===== config.mk =====
export PLATFORM = sky130hd
export DESIGN_NAME = arb_requester
export DESIGN_NICKNAME = d
export VERILOG_FILES = /design/src/rtl/arb_pkg.sv /design/src/rtl/arb_req_fifo.sv /design/src/rtl/arb_requester.sv
export SDC_FILE = /design/constraint.sdc
export NUM_CORES = 1
export LEC_CHECK = 0
export ABC_AREA = 0
export BUFFER_PORTS_ARGS = -buffer_cell sky130_fd_sc_hd__buf_2
export CAP_MARGIN = 20
export CORE_AREA = 2 2 65 67
export DETAILED_ROUTE_END_ITERATION = 7
export DIE_AREA = 0 0 67 69
export GPL_ROUTABILITY_DRIVEN = 1
export GPL_TIMING_DRIVEN = 0
export PLACE_DENSITY = 0.66
export SKIP_CTS_REPAIR_TIMING = 1
export SLEW_MARGIN = 20
export SYNTH_ARGS = -nofsm -noshare
export SYNTH_HDL_FRONTEND = slang
export SYNTH_SLANG_ARGS = --single-unit

===== constraint.sdc =====
create_clock -name clk -period 5.8 [get_ports clk]
set_input_delay 0.29 -clock clk [delete_from_list [all_inputs] [get_ports clk]]
set_output_delay 0.29 -clock clk [all_outputs]
set_load 0.02 [all_outputs]

===== src/rtl/arb_pkg.sv =====
// Shared types and constants for the arbiter requester front-end.
package arb_pkg;
  typedef enum logic [1:0] {IDLE, REQ, XFER} state_t;

  localparam int              PRIO_W    = 2;
  localparam logic [PRIO_W-1:0] PRIO_MAX = 2'd3;
  localparam int              DEF_LEN_W = 4;
  localparam int              DEF_DEPTH = 4;

  // Saturating priority bump; never wraps past PRIO_MAX.
  function automatic logic [PRIO_W-1:0] prio_inc(input logic [PRIO_W-1:0] p);
    return (p == PRIO_MAX) ? PRIO_MAX : p + 2'd1;
  endfunction
endpackage


===== src/rtl/arb_req_fifo.sv =====
// DEPTH x W synchronous job FIFO with occupancy count; pushes while full are ignored.
module arb_req_fifo #(
  parameter int DEPTH = 4,
  parameter int W     = 4
) (
  input  logic                       clk,
  input  logic                       rst,
  input  logic                       i_push,
  input  logic [W-1:0]               i_din,
  input  logic                       i_pop,
  output logic [W-1:0]               o_dout,
  output logic                       o_full,
  output logic                       o_empty,
  output logic [$clog2(DEPTH+1)-1:0] o_count
);
  localparam int AW = (DEPTH > 1) ? $clog2(DEPTH) : 1;
  localparam int CW = $clog2(DEPTH + 1);

  logic [W-1:0]  r_mem [DEPTH];
  logic [AW-1:0] r_wr_ptr;
  logic [AW-1:0] r_rd_ptr;
  logic [CW-1:0] r_count;
  logic          w_push;
  logic          w_pop;

  assign w_push  = i_push & ~o_full;
  assign w_pop   = i_pop & ~o_empty;
  assign o_full  = (r_count == CW'(DEPTH));
  assign o_empty = (r_count == CW'(0));
  assign o_count = r_count;
  assign o_dout  = r_mem[r_rd_ptr];

  always_ff @(posedge clk) begin
    if (w_push) r_mem[r_wr_ptr] <= i_din;
  end

  // Pointers wrap naturally because DEPTH is a power of two.
  always_ff @(posedge clk or posedge rst) begin
    if (rst) begin
      r_wr_ptr <= '0;
      r_rd_ptr <= '0;
      r_count  <= '0;
    end else begin
      if (w_push) r_wr_ptr <= r_wr_ptr + AW'(1);
      if (w_pop)  r_rd_ptr <= r_rd_ptr + AW'(1);
      case ({w_push, w_pop})
        2'b10:   r_count <= r_count + CW'(1);
        2'b01:   r_count <= r_count - CW'(1);
        default: r_count <= r_count;
      endcase
    end
  end
endmodule


===== src/rtl/arb_requester.sv =====
// Client front-end for the two-way arbiter: queues jobs, requests for each job's
// beat count, and ages its priority while left waiting for a grant.
module arb_requester
  import arb_pkg::*;
#(
  parameter int DEPTH      = DEF_DEPTH,
  parameter int LEN_W      = DEF_LEN_W,
  parameter int AGE_CYCLES = 8
) (
  input  logic                       clk,
  input  logic                       rst,
  input  logic                       job_valid,
  input  logic [LEN_W-1:0]           job_len,
  input  logic [PRIO_W-1:0]          base_prio,
  input  logic                       gnt,
  output logic                       req,
  output logic [PRIO_W-1:0]          prio,
  output logic                       beat,
  output logic                       done,
  output logic                       job_drop,
  output logic                       full,
  output logic [$clog2(DEPTH+1)-1:0] pending
);
  localparam int WAIT_W    = (AGE_CYCLES > 2) ? $clog2(AGE_CYCLES) : 1;
  localparam int AGE_LAST_I = (AGE_CYCLES > 0) ? AGE_CYCLES - 1 : 0;
  localparam logic [WAIT_W-1:0] AGE_LAST = WAIT_W'(AGE_LAST_I);
  localparam logic [LEN_W:0]    REM_ONE  = {{LEN_W{1'b0}}, 1'b1};

  state_t              r_state;
  logic                r_req;
  logic [PRIO_W-1:0]   r_prio;
  logic                r_done;
  logic                r_drop;
  logic [LEN_W:0]      r_rem;
  logic [WAIT_W-1:0]   r_wait;
  logic [LEN_W-1:0]    w_head;
  logic                w_empty;
  logic                w_pop;
  logic [LEN_W:0]      w_len_p1;

  assign w_pop    = (r_state == IDLE) && !w_empty;
  assign w_len_p1 = {1'b0, w_head} + REM_ONE;

  arb_req_fifo #(.DEPTH(DEPTH), .W(LEN_W)) u_fifo (
    .clk     (clk),
    .rst     (rst),
    .i_push  (job_valid),
    .i_din   (job_len),
    .i_pop   (w_pop),
    .o_dout  (w_head),
    .o_full  (full),
    .o_empty (w_empty),
    .o_count (pending)
  );

  assign req      = r_req;
  assign prio     = r_prio;
  assign done     = r_done;
  assign job_drop = r_drop;
  assign beat     = r_req & gnt;

  // IDLE always spends one req-low cycle before popping, giving the arbiter a gap.
  always_ff @(posedge clk or posedge rst) begin
    if (rst) begin
      r_state <= IDLE;
      r_req   <= 1'b0;
      r_prio  <= '0;
      r_done  <= 1'b0;
      r_drop  <= 1'b0;
      r_rem   <= '0;
      r_wait  <= '0;
    end else begin
      r_done <= 1'b0;
      r_drop <= job_valid & full;
      case (r_state)
        IDLE: begin
          r_req  <= 1'b0;
          r_prio <= base_prio;
          r_wait <= '0;
          if (!w_empty) begin
            r_rem   <= w_len_p1;
            r_req   <= 1'b1;
            r_state <= REQ;
          end
        end
        REQ, XFER: begin
          if (gnt) begin
            r_rem  <= r_rem - REM_ONE;
            r_prio <= base_prio;
            r_wait <= '0;
            if (r_rem == REM_ONE) begin
              r_req   <= 1'b0;
              r_done  <= 1'b1;
              r_state <= IDLE;
            end else begin
              r_state <= XFER;
            end
          end else if (AGE_CYCLES > 0) begin
            // Starvation guard: bump priority every AGE_CYCLES ungranted cycles.
            if (r_wait == AGE_LAST) begin
              r_prio <= prio_inc(r_prio);
              r_wait <= '0;
            end else begin
              r_wait <= r_wait + WAIT_W'(1);
            end
          end
        end
        default: begin
          r_state <= IDLE;
          r_req   <= 1'b0;
        end
      endcase
    end
  end
endmodule

Word level (Yosys, flattened, before mapping)
Memory sizes are Yosys's and may differ from the RTL's.
Index checks and enable logic that the tools add are counted.
{"block": "word_totals", "ff_bits": 22, "ram_bits": 16, "inputBits": 10, "out_inout_bits": 10, "word_cells": 72, "mem_count": 1}
{"block": "classes", "addsub": 8, "eq_ne": 12, "muxes": 24, "n_bitwise": 6, "reduce_logical": 11}
{"name": "u_fifo.r_mem", "words": 4, "word_bits": 4, "read_ports": 1, "rd_clocked_by_memory_dff": 0, "wr": 1, "line": "arb_req_fifo.sv:19", "rtl": "logic [W-1:0] r_mem [DEPTH];"}
{"cell": "two-way mux 2 bit", "count": 6}
{"cell": "case mux 3 bit (2 select lines)", "count": 2}
{"cell": "two-way mux 5 bit", "count": 2}
{"cell": "case mux 5 bit (2 select lines)", "count": 1}
{"cell": "two-way mux 1 bit", "count": 8}
{"cell": "case mux 2 bit (2 select lines)", "count": 2}
{"cell": "adder 2 x 1 -> 2 bit, second input constant", "count": 3}
{"cell": "adder 3 x 1 -> 3 bit, second input constant", "count": 2}
{"cell": "== test 2 bit, second input constant", "count": 3}
{"cell": "== test 3 bit, second input constant", "count": 2}
{"cell": "two-way mux 3 bit", "count": 2}
{"cell": "inequality test 2 bit, second input constant", "count": 3}
{"cell": "AND reduction 2 bit", "count": 3}
{"cell": "adder 4 x 1 -> 5 bit, second input constant", "count": 1}
{"cell": "== test 5 x 1 -> 1 bit, second input constant", "count": 1}
{"cell": "subtractor 5 x 1 -> 5 bit, second input constant", "count": 1}
{"cell": "AND 1 bit", "count": 4}
{"cell": "== test 2 x 1 -> 1 bit, second input constant", "count": 2}
{"cell": "nonzero test 2 bit", "count": 2}
{"cell": "zero test 3 bit", "count": 1}
{"cell": "inequality test 3 bit, second input constant", "count": 1}
{"cell": "AND reduction 3 bit", "count": 1}
{"cell": "subtractor 3 x 1 -> 3 bit, second input constant", "count": 1}
{"cell": "zero test 2 bit", "count": 1}
{"cell": "other kinds (5)", "count": 6}

Longest topological paths before layout
{"block": "depth", "ltp_word": 6, "mapped_depth": 10}

By module
A second synthesis with hierarchy kept.
{"block": "hier_totals", "hier_cells": 154, "area_unflattened_um2": 1923.1}
{"module": "arb_req_fifo", "instances": 1, "cells_each": 59, "area_each_um2": 1021.0, "seq_area_each_um2": 655.6}
{"module": "arb_requester", "instances": 1, "cells_each": 95, "area_each_um2": 902.1, "seq_area_each_um2": 375.4}

Worst setup path after synthesis
Ideal clock, no wire load.
{"block": "synth_path", "kind": "register to register", "startpoint": "register u_fifo.r_count[0], in the netlist u_fifo.o_count[0]", "endpoint": "register u_fifo.r_count[2], in the netlist u_fifo.o_count[2]", "setup_ns": 0.080, "arrival_time_ns": 1.964, "required_ns": 5.720, "slack_ns": 3.756, "stages_incl_launch_ff": 11, "path_buffers": 0, "cell_sequence": "dfrtp_1 > nor2_1 > nand2_1 > and2_1 > inv_1 > ha_1 > inv_1 > fa_1 > xor2_1 > nor2_1 > xor2_1"}
{"block": "synth_between", "elab_chain_len": 6}
{"item": "start: declaration", "line": "arb_req_fifo.sv:22", "rtl": "logic [CW-1:0] r_count;"}
{"item": "start signal: assignment", "line": "arb_req_fifo.sv:47", "rtl": "2'b10: r_count <= r_count + CW'(1);"}
{"item": "start signal: assignment", "line": "arb_req_fifo.sv:48", "rtl": "2'b01: r_count <= r_count - CW'(1);"}
{"item": "start signal: assignment", "line": "arb_req_fifo.sv:49", "rtl": "default: r_count <= r_count;"}
{"item": "zero test 3 bit", "line": "arb_req_fifo.sv:29", "rtl": "assign o_empty = (r_count == CW'(0));"}
{"item": "zero test 1 bit"}
{"item": "logical AND 1 bit", "line": "arb_requester.sv:41", "rtl": "assign w_pop = (r_state == IDLE) && !w_empty;"}
{"item": "AND 1 bit", "line": "arb_req_fifo.sv:27", "rtl": "assign w_pop = i_pop & ~o_empty;"}
{"item": "== test 2 x 1 -> 1 bit or == test 2 bit (tied branches)", "line": "arb_req_fifo.sv:46", "rtl": "case ({w_push, w_pop})"}
{"item": "case mux 3 bit (2 select lines) or nonzero test 2 bit (tied branches)"}
Several ways; a longest one is shown, not always the timed one.
A chain may end at the register's enable or synchronous reset.

Worst setup path after layout
Same ends and word-level chain as after synthesis.

==> results.ini <==
[grt]
grt_pass1_vias=1373
grt_pass1_wl_um=5980
grt_max_degree=23
overflow=0
grt_antenna_before_repair=0
track_usage_pct=17.0

[finish]
design_area_um2=2200
synthToLayoutAreaGrowth_pct=15.5
num_antenna_cells=0
layout.nets=200
seq_area_um2=1030
multi_input_area_um2=779
drive_gt1_share_pct=23.0
n_fill_cell=348

[sta]
finalSetupViolations=0
finalSetupTns_ns=0
drv_slew=0
whs_ns=0.167
fin_crit_sh_pct=37.0
fin_crit_ns=2.15
max_slew.worst_pin.slew_ns=0.867
rsz0062_at_grt=false
fin_skew_ns=0.00711
maxSlewHeadroom_pct=42.1
worst_slack_ns=3.65
max_freq_mhz=466
hold_violations=0

[worst_setup_path]
cp_max_fo=6
startpoint=u_fifo.o_count[0]
regToRegSetupSlack_ns=3.65
arrival_ns=2.36
crit_type=flop to flop
start_kind=flop
crit_path_end_kind=flop
cp_data_required_time_ns=6.02
regToRegStartpoint=u_fifo.o_count[0]

[route]
drt_iter0_markers=23
wire_per_inst_um=14.3
viasPerCell=5.37
drt-total-wl_um=3250
drc=0
vias=1224
first_pass_iters=4
ant_nets=0

[clock_network]
cts-root-buf=clkbuf_8
cts_tree=done
cts-buffers-inserted=5
clkTransAtPathRegs_ns=0.08
cts_sinks=38
htreeDepth=2
cts_buffer_depth=2
clock_latency_ns=0.29

[die]
fp-row-count=23
io_pins=20
fp.dieW_um=67
die_area_um2=4620
core_area_um2=3910
start_util_pct=48.7
die-height_um=69

[synthesis]
synth-seq-cells=38
synth-seq-area-share_pct=54.1
synth_ff_type=dfrtp_1
syn-num-nets=174
netlist_area_um2=1910
synth_edf_count=16
synth-async-reset-ratio_pct=57.9
ys_types=45
ys_warn_count=0
postSynthAreaPerCell_um2=12.6
synth_cells=151

[placed_design]
port_buffers=19
gp_congestion=0.754
pre_cts_ws_ns=3.65
dpl.hpwl_um=2390
post_dp_cell_area_um2=2060

[min_path]
min_path_type=input pin to asynchronous set/reset pin

[job]
drv_cap=0

[pwr]
leakage_nw=0.982
max-vdd-ir-drop_v=0.000355
powerDensity_nw_per_um2=607

[outcome]
outcome=finished clean

state kept, by name, summed over array words and instances (netlist names):
name / count
u_fifo.r_rd_ptr: 2
prio: 2
u_fifo.o_count: 3
r_rem: 5
u_fifo.r_wr_ptr: 2
r_wait: 3
done: 1
req: 1
u_fifo.r_mem: 16
r_state: 2
job_drop: 1
critical path: stages, from the launching register on:
cell and delay [ns]:
dfrtp_1 0.45, nor2_1 0.16, nand2_1 0.14, and2_1 0.23, inv_1 0.07, ha_1 0.18, inv_1 0.06, fa_1 0.37
xor2_1 0.15, nor2_1 0.11, xor2_1 0.15
power breakdown:
| part | leakage [nW] | total [W] | switching [W] | internal, W |
|---|---|---|---|---|
| Combinational | 0.498 | 0.000609 | 0.000318 | 0.000291 |
| Sequential | 0.416 | 0.000456 | 0.0000779 | 0.000378 |
| Clock | 0.0683 | 0.000270 | 0.0000982 | 0.000172 |
per-layer routing:
layer	vias to the layer above	share of wire (%)	wire length, um	global-route usage [%]
li1	595	-	-	-
met1	603	44	1430	20.8
met2	22	51	1640	27.7
met3	4	4.3	140	4.57
met4	0	1.2	39	7.48
met5	-	0	0	0
cell families after synthesis:
group / count (synthesis) / synth area share [%]
AND/OR/NAND/NOR: 41 / 12.7
AO/OA/AOI/OAI: 24 / 8.60
adder cells (fa/ha/maj): 13 / 8.93
multiplexers: 8 / 6.96
flip-flops: 38 / 54.1
XOR/XNOR: 8 / 3.68
buffers and inverters: 19 / 4.99
final cells by class:
cell class                 instances  share of cell area [%]
sequential                        38                    46.8
multi-input combinational         94                    35.4
timing repair buffer              19                    4.32
clock buffer                       5                    3.13
clock inverter                     3                    3.13
tap                               50                    2.84
inverter                          14                    2.39
buffer                             5                    1.93
Yosys cell counts, types with 2 or more instances:
master | n | share of area (%)
o21ai_0 | 7 | 1.8
and2_1 | 2 | 0.66
nor2_1 | 4 | 0.79
nand2b_1 | 4 | 1.3
and3_1 | 6 | 2.0
xnor2_1 | 3 | 1.4
buf_6 | 3 | 1.8
ha_1 | 12 | 7.9
xor2_1 | 5 | 2.3
nand2_1 | 11 | 2.2
a21oi_1 | 4 | 1.1
mux4_2 | 4 | 4.7
edfxtp_1 | 16 | 25
dfrtp_1 | 22 | 29
inv_1 | 14 | 2.8
mux2i_1 | 2 | 1.1
nand3_1 | 3 | 0.79
mux2_2 | 2 | 1.2
per-stage QoR:
step | cells | utilization, % | total power [W]
after floorplan | 151 | - | 0.000934
after global placement | 220 | 52.7 | 0.00105
after detailed placement | 220 | 52.7 | 0.00108
after CTS | 228 | 56.2 | 0.00135
after global routing | 228 | 56.2 | 0.00146
final | 228 | 56.2 | 0.00134
path summary, 6_finish.rpt:
kind,endpoint,cells after the start
worst max-delay path,u_fifo.o_count[2],10
worst min-delay path,r_rem[0],2
worst max register to register,u_fifo.o_count[2],10
worst min register to register,r_wait[1],2
max in group asynchronous,r_state[0],2
min in group clk,u_fifo.r_mem[2][1],1
cells in the final DEF, fill, tap and decap left out, types with 2 or more instances in the layout:
master     instances
buf_6              3
a21oi_1            4
clkbuf_8           5
and2_1             2
edfxtp_1          16
bufinv_16          2
o21ai_0            7
buf_2             20
ha_1              12
mux4_2             4
mux2_2             2
inv_1             14
nor2_1             4
dfrtp_1           22
nand3_1            3
and3_1             6
mux2i_1            2
nand2_1           11
xnor2_1            3
nand2b_1           4
xor2_1             5
No activity file was read; power rests on OpenSTA's default activity.
